==> src/rtl/aes_pkg.sv <==
`default_nettype none
// +------------------------------------------------------------------+
// | aes_pkg : byte counts and scheduler state encoding for sbox_sched |
// | Revision: 1.0                                                     |
// +------------------------------------------------------------------+
package aes_pkg;

    localparam int ST_BYTES = 16;
    localparam int KW_BYTES = 4;
    localparam int CNT_W    = 4;

    typedef enum logic [1:0] {
        IDLE   = 2'd0,
        ST_RUN = 2'd1,
        KW_RUN = 2'd2
    } sched_state_e;

endpackage
`default_nettype wire

==> src/rtl/Sbox1.sv <==
`default_nettype none
// +------------------------------------------------------------------+
// | Sbox1 : combinational AES forward S-box, one byte in, one byte out|
// | Revision: 1.0                                                     |
// +------------------------------------------------------------------+
module Sbox1 (
    input  logic [7:0] state,
    output logic [7:0] Sstate
);

    // Entry 0 sits in the most significant byte.
    localparam logic [2047:0] c_SBOX_TABLE = {
        128'h637c777bf26b6fc53001672bfed7ab76,
        128'hca82c97dfa5947f0add4a2af9ca472c0,
        128'hb7fd9326363ff7cc34a5e5f171d83115,
        128'h04c723c31896059a071280e2eb27b275,
        128'h09832c1a1b6e5aa0523bd6b329e32f84,
        128'h53d100ed20fcb15b6acbbe394a4c58cf,
        128'hd0efaafb434d338545f9027f503c9fa8,
        128'h51a3408f929d38f5bcb6da2110fff3d2,
        128'hcd0c13ec5f974417c4a77e3d645d1973,
        128'h60814fdc222a908846eeb814de5e0bdb,
        128'he0323a0a4906245cc2d3ac629195e479,
        128'he7c8376d8dd54ea96c56f4ea657aae08,
        128'hba78252e1ca6b4c6e8dd741f4bbd8b8a,
        128'h703eb5664803f60e613557b986c11d9e,
        128'he1f8981169d98e949b1e87e9ce5528df,
        128'h8ca1890dbfe6426841992d0fb054bb16
    };

    logic [10:0] w_idx;

    assign w_idx  = {~state, 3'b000};
    assign Sstate = c_SBOX_TABLE[w_idx +: 8];

endmodule
`default_nettype wire

==> src/rtl/sbox_sched.sv <==
`default_nettype none
// +------------------------------------------------------------------+
// | sbox_sched : one shared S-box serving SubBytes and SubWord jobs   |
// | Revision: 1.0                                                     |
// +------------------------------------------------------------------+
module sbox_sched
    import aes_pkg::*;
(
    input  logic         clk,
    input  logic         rst_n,
    input  logic         st_start,
    input  logic [127:0] st_in,
    output logic [127:0] st_out,
    output logic         st_done,
    input  logic         kw_start,
    input  logic [31:0]  kw_in,
    output logic [31:0]  kw_out,
    output logic         kw_done,
    output logic         busy
);

    sched_state_e       state_q, state_d;
    logic [CNT_W-1:0]   cnt_q;
    logic [127:0]       work_q, res_q;
    logic               st_pend_q, kw_pend_q;
    logic [127:0]       st_pend_data_q;
    logic [31:0]        kw_pend_data_q;
    logic [127:0]       st_out_q;
    logic [31:0]        kw_out_q;
    logic               st_done_q, kw_done_q;

    logic [CNT_W+2:0]   w_bit;
    logic [7:0]         w_sb_in, w_sb_out;
    logic [127:0]       w_res_next;
    logic               w_acc_kw, w_acc_st, w_last;

    // SubWord operands live in the top word so both jobs share byte indexing.
    assign w_bit   = {~cnt_q, 3'b000};
    assign w_sb_in = work_q[w_bit +: 8];

    Sbox1 u_sbox (
        .state  (w_sb_in),
        .Sstate (w_sb_out)
    );

    always_comb begin
        w_res_next             = res_q;
        w_res_next[w_bit +: 8] = w_sb_out;
    end

    always_ff @(posedge clk or negedge rst_n) begin
        if (!rst_n) state_q <= IDLE;
        else        state_q <= state_d;
    end

    always_comb begin
        state_d  = state_q;
        w_acc_kw = 1'b0;
        w_acc_st = 1'b0;
        w_last   = 1'b0;
        case (state_q)
            IDLE: begin
                if (kw_start || kw_pend_q) begin
                    w_acc_kw = 1'b1;
                    state_d  = KW_RUN;
                end else if (st_start || st_pend_q) begin
                    w_acc_st = 1'b1;
                    state_d  = ST_RUN;
                end
            end
            ST_RUN: if (cnt_q == CNT_W'(ST_BYTES - 1)) begin
                w_last  = 1'b1;
                state_d = IDLE;
            end
            KW_RUN: if (cnt_q == CNT_W'(KW_BYTES - 1)) begin
                w_last  = 1'b1;
                state_d = IDLE;
            end
            default: state_d = IDLE;
        endcase
    end

    always_ff @(posedge clk or negedge rst_n) begin
        if (!rst_n) begin
            cnt_q          <= '0;
            work_q         <= '0;
            res_q          <= '0;
            st_pend_q      <= 1'b0;
            kw_pend_q      <= 1'b0;
            st_pend_data_q <= '0;
            kw_pend_data_q <= '0;
            st_out_q       <= '0;
            kw_out_q       <= '0;
            st_done_q      <= 1'b0;
            kw_done_q      <= 1'b0;
        end else begin
            st_done_q <= 1'b0;
            kw_done_q <= 1'b0;
            if (w_acc_kw) begin
                work_q    <= {(kw_start ? kw_in : kw_pend_data_q), 96'h0};
                cnt_q     <= '0;
                kw_pend_q <= 1'b0;
            end else if (w_acc_st) begin
                work_q    <= st_start ? st_in : st_pend_data_q;
                cnt_q     <= '0;
                st_pend_q <= 1'b0;
            end else if (state_q != IDLE) begin
                res_q <= w_res_next;
                cnt_q <= cnt_q + CNT_W'(1);
                if (w_last && state_q == ST_RUN) begin
                    st_out_q  <= w_res_next;
                    st_done_q <= 1'b1;
                end
                if (w_last && state_q == KW_RUN) begin
                    kw_out_q  <= w_res_next[127:96];
                    kw_done_q <= 1'b1;
                end
            end
            // Any start not accepted this edge pends; a repeat overwrites the operand.
            if (st_start && !w_acc_st) begin
                st_pend_q      <= 1'b1;
                st_pend_data_q <= st_in;
            end
            if (kw_start && !w_acc_kw) begin
                kw_pend_q      <= 1'b1;
                kw_pend_data_q <= kw_in;
            end
        end
    end

    assign st_out  = st_out_q;
    assign kw_out  = kw_out_q;
    assign st_done = st_done_q;
    assign kw_done = kw_done_q;
    assign busy    = (state_q != IDLE) || st_pend_q || kw_pend_q;

endmodule
`default_nettype wire

==> config.mk <==
export PLATFORM = sky130hd
export DESIGN_NAME = sbox_sched
export DESIGN_NICKNAME = d
export VERILOG_FILES = /design/src/rtl/aes_pkg.sv /design/src/rtl/Sbox1.sv /design/src/rtl/sbox_sched.sv
export SDC_FILE = /design/constraint.sdc
export NUM_CORES = 1
export LEC_CHECK = 0
export BUFFER_PORTS_ARGS = -buffer_cell sky130_fd_sc_hd__buf_4
export CAP_MARGIN = 20
export CORE_MARGIN = 2
export CORE_UTILIZATION = 45
export DETAILED_ROUTE_END_ITERATION = 12
export PLACE_DENSITY = 0.62
export SLEW_MARGIN = 40
export SYNTH_ARGS = -nofsm -noshare
export SYNTH_HDL_FRONTEND = slang
export SYNTH_SLANG_ARGS = --single-unit
==> constraint.sdc <==
create_clock -name clk -period 12.93 [get_ports clk]
set_input_delay 0 -clock clk [delete_from_list [all_inputs] [get_ports clk]]
set_output_delay 0 -clock clk [all_outputs]
set_load 0.01 [all_outputs]
==> flow_summary.toml <==
[run_status]
outcome = "complete, no violations"

[power_and_ir_drop]
power_per_cell_area_mw_per_mm2 = 305
finalPower_uw = 11000
switching_share = 0.513
p_comb_frac = 0.597
sequentialPowerShare = 0.242
vdd_ir_drop_max_mv = 0.300
p_clk_frac = 0.161
p_int_uw = 5370
net-switching-power_uw = 5650
p_leak_uw = 0.0165

[die]
die-height_um = 259
die_w_um = 259
fp.coreArea_mm2 = 0.0645
fp.dieArea_mm2 = 0.0672
fp-row-count = 93
initial_utilization = 0.455
ioPinCount = 327

[sta]
rsz0062_at_grt = "false"
final-setup-viol-count = 0
maxSlewViolCount = 0
tightestPinTransition_ps = 865
timing.setup.tns_ps = 0
fin_crit_ps = 6030
timing.fmax_mhz = 166
final.setup.worst_slack_ps = 6900
post-route-period-util = 0.467
finalHoldViolations = 0
fin_skew_ps = 16.1
max_slew_margin = 0.424

[synth]
synth-edff-count = 0
synthesis.instances = 2810
synth_nets = 2996
synthTopCellsByArea = "dfrtp_1, mux2_2, mux2i_1, nand2_1, o21ai_0"
synth_flop_cell = "dfrtp_1"
post_synth_num_cell_types = 83
synth_top_family_by_area = "multiplexers"
synth_compound_gate_area_share = 0.159
total_number_of_yosys_warnings = 0
portion_of_synthesized_cell_area_occupied_by_the_leading_cell_type = 0.500
synth_simple_gate_area_share = 0.122
synth_fa_ha_area_frac = 0.00939
async_reset_ff_frac = 1.00
synthXorXnorAreaFrac = 0.00209
yosys_register_bits = 586
synth.avg_cell_area_um2 = 10.4
synth_area_mm2 = 0.0293
synth_mux_area_frac = 0.165
sequential_cell_area_fraction_in_the_yosys_report = 0.500
library_cell_occupying_the_most_area_in_the_post_synthesis_netlist = "dfrtp_1"

[clock_tree]
post_cts_resized = 0
ctsLongestPathBuffers = 3
cts_htree_levels = 2
cts_tree = "built"
buffer_type_at_the_clock_tree_root = "clkbuf_16"
clk_latency_ps = 620
worst_setup_hold_path_clk_slew_ps = 60
numCtsBuffers = 61
post_cts.repair.setup_buffers = 0
cts.sinks = 586
cts_hold_buf = 162

[placement]
dp_worst_setup_slack_ps = 6880
detailedPlacementHpwl_um = 71000
buffer_ports.inserted = 326
detailed_place.area_mm2 = 0.0324
place_congestion = 0.947
dp.cells = 3802

[setup_path]
crit_path_end_kind = "flop"
cp.buffers_inverters = 6
worst-setup-path-type = "reg2reg"
worst_r2r_startpoint = "cnt_q[0]$_DFFE_PN0P_"
worst-r2r-cell-count = 18
cp_slowest_stage_delay_ps = 530
worst-path-max-fanout = 25
crit_chain = "buf_4 > buf_12 > mux4_2 > mux2_2 > a32oi_1 > buf_4 > inv_1 > ha_1 > inv_1 > nor2_1 > a22oi_1 > nand2_1 > o221ai_1 > o2111ai_1 > a221oi_2 > nor2_2 > buf_4 > a221o_1"
cp.depth = 18
critical_path_required_ps = 13430
critPathTopFamily = "buffers and inverters"
cp-start-kind = "flop"
critPathSlowestCell = "mux4_2"
reg2reg_to = "st_out[84]$_DFFE_PN0P_"
worstPathArrival_ps = 6530
regToRegSetupSlack_ps = 6900
path_common_cell = "buf_4"

[global_routing]
via_count_of_the_first_global_routing_pass = 25100
overflow = 0
maximum_number_of_pins_on_one_net_before_global_route_repair = 124
wire_length_of_the_first_global_routing_pass_um = 158000
grtUsageTotal = 0.308
antenna_found_initial = 2

[detailed_routing]
route.detailed.wl_per_inst_um = 25.7
detailedRoute.firstIterationViolations = 2261
totalWireLength_um = 105000
post_drt_via_cell_ratio = 6.02
remaining_drc_errors = 0
first_pass_iters = 6
detailroute.via_count = 24600
post_drt_antenna_nets = 0

[cells_and_area]
instances_no_fill = 4079
fin_area_mm2 = 0.0361
fin_nets = 3359
synthToLayoutAreaGrowth_pct = 23.1
layout.filler_cells = 5558
final_layout_size_suffix_gt1_frac = 0.237

[flow_run]
cap_violations = 0

[hold_path]
worst_hold_path_type = "in2async"
## metal layers
layer | global-route usage | vias to the layer above | wire length [µm] | part of all wire
met3 | 0.0516 | 197 | 6580 | 0.063
met1 | 0.429 | 12500 | 46000 | 0.44
met4 | 0.104 | 2 | 3620 | 0.035
met2 | 0.492 | 859 | 48600 | 0.46
met5 | 0 | - | 15 | 0.00014
li1 | - | 11000 | - | -
## metrics by stage
| step | utilization | hold WS, ps |
|---|---|---|
| global route | 0.560 | 54.9 |
| detailed placement | 0.502 | -22.7 |
| finish | 0.560 | 36.4 |
| global placement | 0.500 | 196 |
| floorplan | - | -296 |
| CTS | 0.559 | 21.3 |
## kinds of logic after synthesis
kind of cell | Yosys count
xor+xnor | 7
flops | 586
compound gates | 703
simple gates | 812
fa+ha+maj | 22
mux | 414
buf+inv | 266
## cell type report
cell class	count	area, µm²	area share
multi-input combinational	1958	13600	0.377
sequential	586	14700	0.407
inverter	20	75.1	0.00208
tap	855	1070	0.0297
timing repair buffer	546	4640	0.128
clock inverter	20	234	0.00648
clock buffer	92	1790	0.0497
antenna	2	5.00	0.000139
## cells in the mapped netlist (7+ instances only)
cell and count:
a211oi_1 36, a21o_1 9, a21oi_1 99, a221o_1 22
a221oi_1 31, a22o_1 59, a22oi_1 14, a31oi_1 12
and3_1 30, buf_1 22, buf_2 36, buf_4 7
buf_6 21, clkbuf_1 160, dfrtp_1 586, ha_1 22
inv_1 15, mux2_2 186, mux2i_1 187, mux4_2 31
nand2_1 393, nand3_1 130, nand4_1 12, nor2_1 137
nor2b_1 7, nor3_1 43, o211ai_1 20, o21a_1 9
o21ai_0 226, o21ai_1 35, o221ai_1 27, o22ai_1 20
o31ai_1 25, or2_2 13, or3_1 18, xnor2_1 7
## flip-flops by register name, indices dropped and copies added, names as in the netlist
name / flops
state_q: 2
kw_out: 32
st_out: 128
st_pend_q: 1
res_q: 128
kw_pend_data_q: 32
st_pend_data_q: 128
kw_done: 1
cnt_q: 4
kw_pend_q: 1
st_done: 1
work_q: 128
## layout by cell type (no fill, tap or decap), types with 19 or more instances in the layout
cell	instances
a21oi_1	99
a22o_1	59
nand2_1	392
mux2_2	186
a221oi_1	30
nand3_1	130
o211ai_1	20
mux4_2	31
and3_1	30
dlygate4sd3_1	161
dfrtp_1	583
o31ai_1	25
o221ai_1	27
buf_4	370
clkbuf_16	61
a211oi_1	34
o21ai_0	223
nor3_1	41
mux2i_1	185
o21ai_1	35
o22ai_1	20
nor2_1	134
ha_1	19
a221o_1	22
## worst max path at each step
stage / slack, ps / endpoint / from
2_1_floorplan: 8650 / st_out[103]$_DFFE_PN0P_ / cnt_q[0]$_DFFE_PN0P_
3_3_place_gp: 7000 / res_q[83]$_DFFE_PN0P_ / cnt_q[0]$_DFFE_PN0P_
3_5_place_dp: 6880 / st_out[92]$_DFFE_PN0P_ / cnt_q[0]$_DFFE_PN0P_
4_1_cts: 6870 / st_out[4]$_DFFE_PN0P_ / cnt_q[0]$_DFFE_PN0P_
5_1_grt: 6490 / st_out[84]$_DFFE_PN0P_ / cnt_q[0]$_DFFE_PN0P_
6_report: 6900 / st_out[84]$_DFFE_PN0P_ / cnt_q[0]$_DFFE_PN0P_
## power groups by stage
| stage | logic, µW | clock network [µW] | registers (µW) |
|---|---|---|---|
| after floorplan | 4040 | 0 | 2580 |
| after global placement | 6410 | 0 | 2660 |
| after detailed placement | 6350 | 0 | 2690 |
| after CTS | 6420 | 1800 | 2660 |
| after global routing | 6880 | 1870 | 2720 |
| final | 6580 | 1770 | 2660 |
## tightest hold or removal path: stages
cell and delay (ps):
dlygate4sd3_1 560, buf_8 190, buf_16 280
Note: power is estimated with default switching activity, not from simulation.
